## config.mk

```make
export PLATFORM = sky130hd
export DESIGN_NAME = ram_program_loader
export DESIGN_NICKNAME = d
export VERILOG_FILES = /design/src/rtl/cpu_pkg.sv /design/src/rtl/input_synchronizer.sv /design/src/rtl/ram_program_loader.sv
export SDC_FILE = /design/constraint.sdc
export NUM_CORES = 1
export LEC_CHECK = 0
export ABC_CLOCK_PERIOD_IN_PS = 1600
export CORE_ASPECT_RATIO = 1.75
export CORE_UTILIZATION = 30
export DETAILED_ROUTE_END_ITERATION = 16
export PLACE_DENSITY_LB_ADDON = 0.08
export SLEW_MARGIN = 10
export SYNTH_ARGS = -nofsm -noshare
export SYNTH_HDL_FRONTEND = slang
export SYNTH_SLANG_ARGS = --single-unit
```

## constraint.sdc

```tcl
create_clock -name clk -period 1.6 [get_ports clk]
set_input_delay 0.32 -clock clk [delete_from_list [all_inputs] [get_ports clk]]
set_output_delay 0.32 -clock clk [all_outputs]
set_load 0.005 [all_outputs]
```

## src/rtl/cpu_pkg.sv

```systemverilog
// rtl/cpu_pkg.sv - shared types and defaults for the RAM program loader
// Purpose: loader FSM state encoding and default RAM geometry.
// Ports: none (package).
package cpu_pkg;

   localparam int RAM_BYTES_DEFAULT = 16;
   localparam int ADDR_W_DEFAULT    = 4;

   typedef enum logic [2:0] {
      IDLE,
      LOAD,
      WRITE,
      FINISH,
      RELEASE
   } loader_state_e;

endpackage

```

## src/rtl/input_synchronizer.sv

```systemverilog
// rtl/input_synchronizer.sv - multi-stage flop synchronizer for one async pin
// Purpose: bring an asynchronous level into the clk domain.
// Ports:
//   clk     - system clock, rising edge
//   rst     - asynchronous active-high reset, clears the chain to 0
//   d_async - asynchronous input level
//   q_sync  - level after STAGES flops
module input_synchronizer #(
   parameter int STAGES = 2
) (
   input  logic clk,
   input  logic rst,
   input  logic d_async,
   output logic q_sync
);

   logic [STAGES-1:0] sync_q;
   logic [STAGES-1:0] sync_d;

   always_comb begin
      sync_d = {sync_q[STAGES-2:0], d_async};
   end

   always_ff @(posedge clk or posedge rst) begin
      if (rst) begin
         sync_q <= '0;
      end else begin
         sync_q <= sync_d;
      end
   end

   assign q_sync = sync_q[STAGES-1];

endmodule

```

## src/rtl/ram_program_loader.sv

```systemverilog
// rtl/ram_program_loader.sv - host byte loader for the CPU RAM with CPU hold/restart
// Purpose: while ext_prog is held, each ext_strobe rising edge writes ext_data
//   to the next RAM address; on leaving program mode the CPU is released with a
//   one-cycle restart pulse.
// Ports:
//   clk, rst            - clock, asynchronous active-high reset
//   ext_prog            - async level, 1 requests program mode
//   ext_strobe          - async pin, each rising edge writes one byte
//   ext_data[7:0]       - program byte, stable around the strobe
//   ram_addr[ADDR_W-1:0]- current write address
//   ram_data[7:0]       - registered byte to write
//   ram_we              - one-cycle write pulse
//   cpu_hold            - CPU frozen while loading
//   cpu_restart         - one-cycle pulse when leaving program mode
//   done                - sticky session-complete flag
//   byte_count[ADDR_W:0]- bytes written in the current or last session
module ram_program_loader
   import cpu_pkg::*;
#(
   parameter int RAM_BYTES   = RAM_BYTES_DEFAULT,
   parameter int ADDR_W      = ADDR_W_DEFAULT,
   parameter int SYNC_STAGES = 2
) (
   input  logic              clk,
   input  logic              rst,
   input  logic              ext_prog,
   input  logic              ext_strobe,
   input  logic [7:0]        ext_data,
   output logic [ADDR_W-1:0] ram_addr,
   output logic [7:0]        ram_data,
   output logic              ram_we,
   output logic              cpu_hold,
   output logic              cpu_restart,
   output logic              done,
   output logic [ADDR_W:0]   byte_count
);

   localparam logic [ADDR_W-1:0] ADDR_ONE = ADDR_W'(1);
   localparam logic [ADDR_W:0]   CNT_ONE  = (ADDR_W+1)'(1);
   localparam logic [ADDR_W:0]   LAST_CNT = (ADDR_W+1)'(RAM_BYTES-1);

   logic prog_s;
   logic strobe_s;
   logic rise;

   loader_state_e     state_q, state_d;
   logic              strobe_d_q, strobe_d_d;
   logic [ADDR_W-1:0] ram_addr_q, ram_addr_d;
   logic [7:0]        ram_data_q, ram_data_d;
   logic              ram_we_q, ram_we_d;
   logic              cpu_hold_q, cpu_hold_d;
   logic              cpu_restart_q, cpu_restart_d;
   logic              done_q, done_d;
   logic [ADDR_W:0]   byte_count_q, byte_count_d;

   input_synchronizer #(.STAGES(SYNC_STAGES)) u_sync_prog (
      .clk     (clk),
      .rst     (rst),
      .d_async (ext_prog),
      .q_sync  (prog_s)
   );

   input_synchronizer #(.STAGES(SYNC_STAGES)) u_sync_strobe (
      .clk     (clk),
      .rst     (rst),
      .d_async (ext_strobe),
      .q_sync  (strobe_s)
   );

   assign rise = strobe_s & ~strobe_d_q;

   always_comb begin
      state_d       = state_q;
      strobe_d_d    = strobe_s;
      ram_addr_d    = ram_addr_q;
      ram_data_d    = ram_data_q;
      ram_we_d      = 1'b0;
      cpu_hold_d    = cpu_hold_q;
      cpu_restart_d = 1'b0;
      done_d        = done_q;
      byte_count_d  = byte_count_q;

      unique case (state_q)
         IDLE: begin
            if (prog_s) begin
               state_d      = LOAD;
               ram_addr_d   = '0;
               byte_count_d = '0;
               done_d       = 1'b0;
               cpu_hold_d   = 1'b1;
            end
         end
         LOAD: begin
            // A byte arriving together with prog falling is still written.
            if (rise) begin
               ram_data_d = ext_data;
               ram_we_d   = 1'b1;
               state_d    = WRITE;
            end else if (!prog_s) begin
               state_d = FINISH;
            end
         end
         WRITE: begin
            ram_addr_d   = ram_addr_q + ADDR_ONE;
            byte_count_d = byte_count_q + CNT_ONE;
            if (byte_count_q == LAST_CNT || !prog_s) begin
               state_d = FINISH;
            end else begin
               state_d = LOAD;
            end
         end
         FINISH: begin
            cpu_hold_d    = 1'b0;
            cpu_restart_d = 1'b1;
            done_d        = 1'b1;
            state_d       = RELEASE;
         end
         RELEASE: begin
            // Wait for prog to drop so a full-memory finish cannot re-enter LOAD.
            if (!prog_s) begin
               state_d = IDLE;
            end
         end
         default: state_d = IDLE;
      endcase
   end

   always_ff @(posedge clk or posedge rst) begin
      if (rst) begin
         state_q       <= IDLE;
         strobe_d_q    <= 1'b0;
         ram_addr_q    <= '0;
         ram_data_q    <= '0;
         ram_we_q      <= 1'b0;
         cpu_hold_q    <= 1'b0;
         cpu_restart_q <= 1'b0;
         done_q        <= 1'b0;
         byte_count_q  <= '0;
      end else begin
         state_q       <= state_d;
         strobe_d_q    <= strobe_d_d;
         ram_addr_q    <= ram_addr_d;
         ram_data_q    <= ram_data_d;
         ram_we_q      <= ram_we_d;
         cpu_hold_q    <= cpu_hold_d;
         cpu_restart_q <= cpu_restart_d;
         done_q        <= done_d;
         byte_count_q  <= byte_count_d;
      end
   end

   assign ram_addr    = ram_addr_q;
   assign ram_data    = ram_data_q;
   assign ram_we      = ram_we_q;
   assign cpu_hold    = cpu_hold_q;
   assign cpu_restart = cpu_restart_q;
   assign done        = done_q;
   assign byte_count  = byte_count_q;

endmodule

```

Yosys cells after proc, flatten, opt, wreduce, memory -nomap -nowiden
Index checks and enable logic that the tools add are counted.
- register bits after elaboration: 29
- input bits: 12
- output and inout bits: 21
- word-level logic and storage cells: 49
- add/subtract/negate cells: 2
- eq/ne operators: 8
- mux-type cells: 17
- bitwise operators: 2
- reductions and logical operators: 9
- operator list (operator ; number):
    $pmux W3 S5 ; 1
    $mux W3 ; 4
    $pmux W5 S2 ; 1
    $pmux W4 S2 ; 1
    $eq A3 B2 Y1 const B ; 2
    $reduce_and A2 Y1 ; 3
    $add A5 B1 Y5 const B ; 1
    $eq A5 B4 Y1 const B ; 1
    $mux W1 ; 5
    $mux W5 ; 1
    $add A4 B1 Y4 const B ; 1
    $mux W4 ; 1
    $pmux W1 S2 ; 2
    $reduce_bool A2 Y1 ; 2
    $eq A3 B1 Y1 const B ; 1
    $eq A3 B3 Y1 const B ; 1
    $logic_not A3 Y1 ; 1
    $ne A3 B3 Y1 const B ; 1
    $reduce_and A3 Y1 ; 1
    $mux W2 ; 1
    $ne A2 B1 Y1 const B ; 1
    $ne A2 B2 Y1 const B ; 1
    $and A1 B1 Y1 ; 1
    $logic_not A1 Y1 ; 1
    other kinds (2) ; 2

Longest topological paths before layout
- word-level depth: 4
- mapped depth: 5

Modules after synthesis
Synthesis repeated with hierarchy kept, for this count alone.
- cells, all modules: 97
- area, all modules: 1216.2 um^2
- by module, submodules not included (module ; instances ; cells an instance ; area each (um^2) ; sequential area each (um^2)):
    ram_program_loader ; 1 ; 91 ; 1108.6 ; 625.6
    input_synchronizer ; 2 ; 3 ; 53.8 ; 50.0

Worst setup path after synthesis
Ideal clock, no wire load.
- kind: flip-flop to flip-flop
- from: register state_q[2]
- to: register ram_data_q[0] (netlist: ram_data[0])
- setup time: 0.125 ns
- arrival: 1.364 ns
- data required time: 1.475 ns
- path slack: 0.111 ns
- stages on the path, launching flop included: 4
- buffers on the path: 1
- cell sequence: dfrtp_1 > clkbuf_1 > nor4_4 > mux2_2
- longest elaborated chain between the ends: 2
- ends and longest elaborated chain (what ; RTL line ; RTL):
    start, declared ; ram_program_loader.sv:46 ; loader_state_e state_q, state_d;
    start signal, assigned ; ram_program_loader.sv:140 ; state_q <= state_d;
    $eq A3 B1 Y1 ; ram_program_loader.sv:83 ; unique case (state_q)
    $reduce_and A2 Y1 (no line) ; - ;
    end signal, assigned ; ram_program_loader.sv:143 ; ram_data_q <= ram_data_d;
    end, declared ; ram_program_loader.sv:49 ; logic [7:0] ram_data_q, ram_data_d;
Every way passes these cells.
A chain may end at the register's enable or synchronous reset.

Worst setup path in the final report
- from: register byte_count_q[0] (netlist: byte_count[0])
- to: output byte_count[0]
- RTL lines (what ; RTL line ; RTL):
    start, declared ; ram_program_loader.sv:54 ; logic [ADDR_W:0] byte_count_q, byte_count_d;
    start signal, assigned ; ram_program_loader.sv:148 ; byte_count_q <= byte_count_d;
    end, declared ; ram_program_loader.sv:35 ; output logic [ADDR_W:0] byte_count
No word-level cell between the ends.

==> flow_summary.ini <==
[run_status]
status = finished, final reports clean

[setup_path]
path_cells = clkdlybuf4s50_1
rrSetupSlack_ns = 0.10
path_max_fanout = 4
cp_num_cells = 1
r2r_end = byte_count[2]
crit_required_ns = 1.28
rr_worst_depth = 3
cp-startpoint = byte_count[0]
cp-start-kind = register
critPathKind = register to primary output
endpoint_kind = primary output
critPathSlowestCell = clkdlybuf4s50_1
r2r_start = state_q[2]
critical_path.top_delay_family = buffers and inverters
worstPathArrival_ns = 1.21
path_buf_inv = 1
max_stage_delay_ns = 0.52

[sta]
fin_skew_ns = 0.00176
finalSetupViolCount = 0
whs_ns = 0.348
period_minus_slack_ns = 1.53
finalSetupTns_ns = 0
finalCritPeriodShare = 0.953
worst_slack_ns = 0.0744
rsz0062_at_grt = false
report.final.slew_viol_count = 0
worst_pin_slew_ns = 0.498
fmax_ghz = 0.656
finalHoldViolations = 0
slew_headroom = 0.665

[placement]
portBuffers = 32
placed_area_mm2 = 0.00159
finalWeightedCongestion = 0.753
hpwl_um = 1730
pre_cts_ws_ns = 0.154

[die]
rows = 30
die_h_um = 85.4
core_mm2 = 0.00383
die_w_um = 49.7
die_area_mm2 = 0.00424
io_pins = 33
initial_utilization = 0.311

[route]
postRouteAntennaNets = 0
first_pass_iters = 4
wire_per_inst_um = 13.0
via_count = 832
drtIter0Drc = 16
viasPerCell = 4.67
drt_wl_total_um = 2320
post-route-drc-count = 0

[clock_network]
h-tree-depth = 2
insertion_delay_ns = 0.28
cts-hold-fix-buffers = 0
clockBufferDepth = 2
cts_buffers = 5
cts_tree = built
cts_sinks = 29
cts.clk_slew.worst_paths_ns = 0.06
cts_root_buf = clkbuf_8
cts_setup_buffers = 0
ctsResizeCount = 0

[synth]
synth_adder_area_share = 0.0315
synth_mux_area_frac = 0.0923
synthFlopType = dfrtp_1
ys_ff_latch = 29
synth_top_cell_by_area = dfrtp_1
netlist.area_leader.share = 0.609
synth_edf_count = 0
ys_warn_count = 0
synth-compound-area-share = 0.0923
synth_cell_type_count = 33
synth_top_family_by_area = simple AND/OR/NAND/NOR gates
synth_fp_nets = 103
netlist_instances = 88
avgSynthCellArea_um2 = 13.5
synth_xor_area_frac = 0.0147
ys_seq_area_frac = 0.609
netlist_area_mm2 = 0.00119
netlist_top_cells_count = dfrtp_1 (29), mux2_2 (8), a22o_1 (4), inv_1 (4)
synth-simple-area-share = 0.128
synth_async_sr_flop_share = 1.00
ys_top_cells_by_area = dfrtp_1 (61%), mux2_2 (7.6%), ha_1 (3.1%)
yosysMostFrequentCell = dfrtp_1

[grt]
grtUsageMet1 = 0.132
grt_pass1_wl_um = 3950
antenna_found_initial = 0
use_met2 = 0.213
grt_pass1_vias = 871
grt-busiest-layer = met2
grt.total_usage = 0.126
globalRouteMet3Util = 0.0394
grt_max_degree = 16
grt-ovfl-total = 0

[cells_and_area]
final_nets = 144
seq_area_um2 = 727
stdcell_area_mm2 = 0.00169
synthToLayoutAreaGrowth_pct = 42.0
multi_input_area_um2 = 428
fillerInstances = 395
drive_gt1_frac = 0.208
antenna_cells = 0

[power_and_ir_drop]
irDropWorstVdd_uv = 795
p_per_area_mw_per_mm2 = 1680
leakage_nw = 0.749

[min_path]
hold_end = u_sync_prog.sync_q[1]
min-delay-start = u_sync_prog.sync_q[0]
hold_path_class = register to register
min_delay_path_depth = 0

[job]
drv_cap = 0
-- metal layers --
layer / part of all wire / routed length, um
met3: 0.036 / 84
met1: 0.39 / 905
met2: 0.55 / 1260
met4: 0.027 / 63
met5: 0 / 0
-- power breakdown --
group          switching, mW  internal [mW]  leakage [nW]
Clock                  0.270          0.388        0.0542
Sequential             0.200          0.967         0.363
Combinational          0.375          0.646         0.332
-- logic make-up (layout without fill, tap and decap cells) --
group	after synthesis	after routing
xor gates and xnor gates	2	2
DFF	29	29
muxes	10	10
AOI/OAI and AO/OA	15	15
buffers and inverters	8	50
and+or+nand+nor	21	21
adders and majority gates	3	3
-- metrics by stage --
stage,instances,total power [mW],utilization
3_3_place_gp,170,2.20,0.415
2_1_floorplan,88,1.67,-
3_5_place_dp,170,2.21,0.415
6_report,178,2.85,0.442
4_1_cts,178,2.89,0.442
5_1_grt,178,3.04,0.442
-- cell type report --
cell class / instances / area share
Tap cell: 48 / 0.0355
Inverter: 5 / 0.0111
Sequential cell: 29 / 0.429
Timing Repair Buffer: 37 / 0.211
Clock buffer: 7 / 0.0569
Clock inverter: 1 / 0.00296
Multi-Input combinational cell: 51 / 0.253
-- state kept, by name (all words and copies together), names as in the netlist, 2 cells and up --
signal                count
byte_count                5
ram_addr                  4
ram_data                  8
u_sync_strobe.sync_q      2
u_sync_prog.sync_q        2
state_q                   3
-- cells in the final DEF (no fill, tap or decap), types with 3 or more instances in the layout --
master / netlist / final
inv_1: 4 / 4
ha_1: 3 / 3
clkbuf_8: 0 / 7
dfrtp_1: 29 / 28
nor2b_1: 3 / 3
nor3b_1: 3 / 3
mux2_2: 8 / 8
clkdlybuf4s50_1: 0 / 32
a22o_1: 4 / 4
buf_4: 0 / 5
-- how the worst max path moves through the flow --
stage / to / slack (ns)
CTS: byte_count[2] / 0.02
finish: byte_count[0] / 0.07
floorplan: ram_data[0] / 0.11
global placement: byte_count[2] / 0.19
global route: byte_count[1] / 0.03
detailed placement: byte_count[2] / 0.15
(Power assumes the default switching activity.)
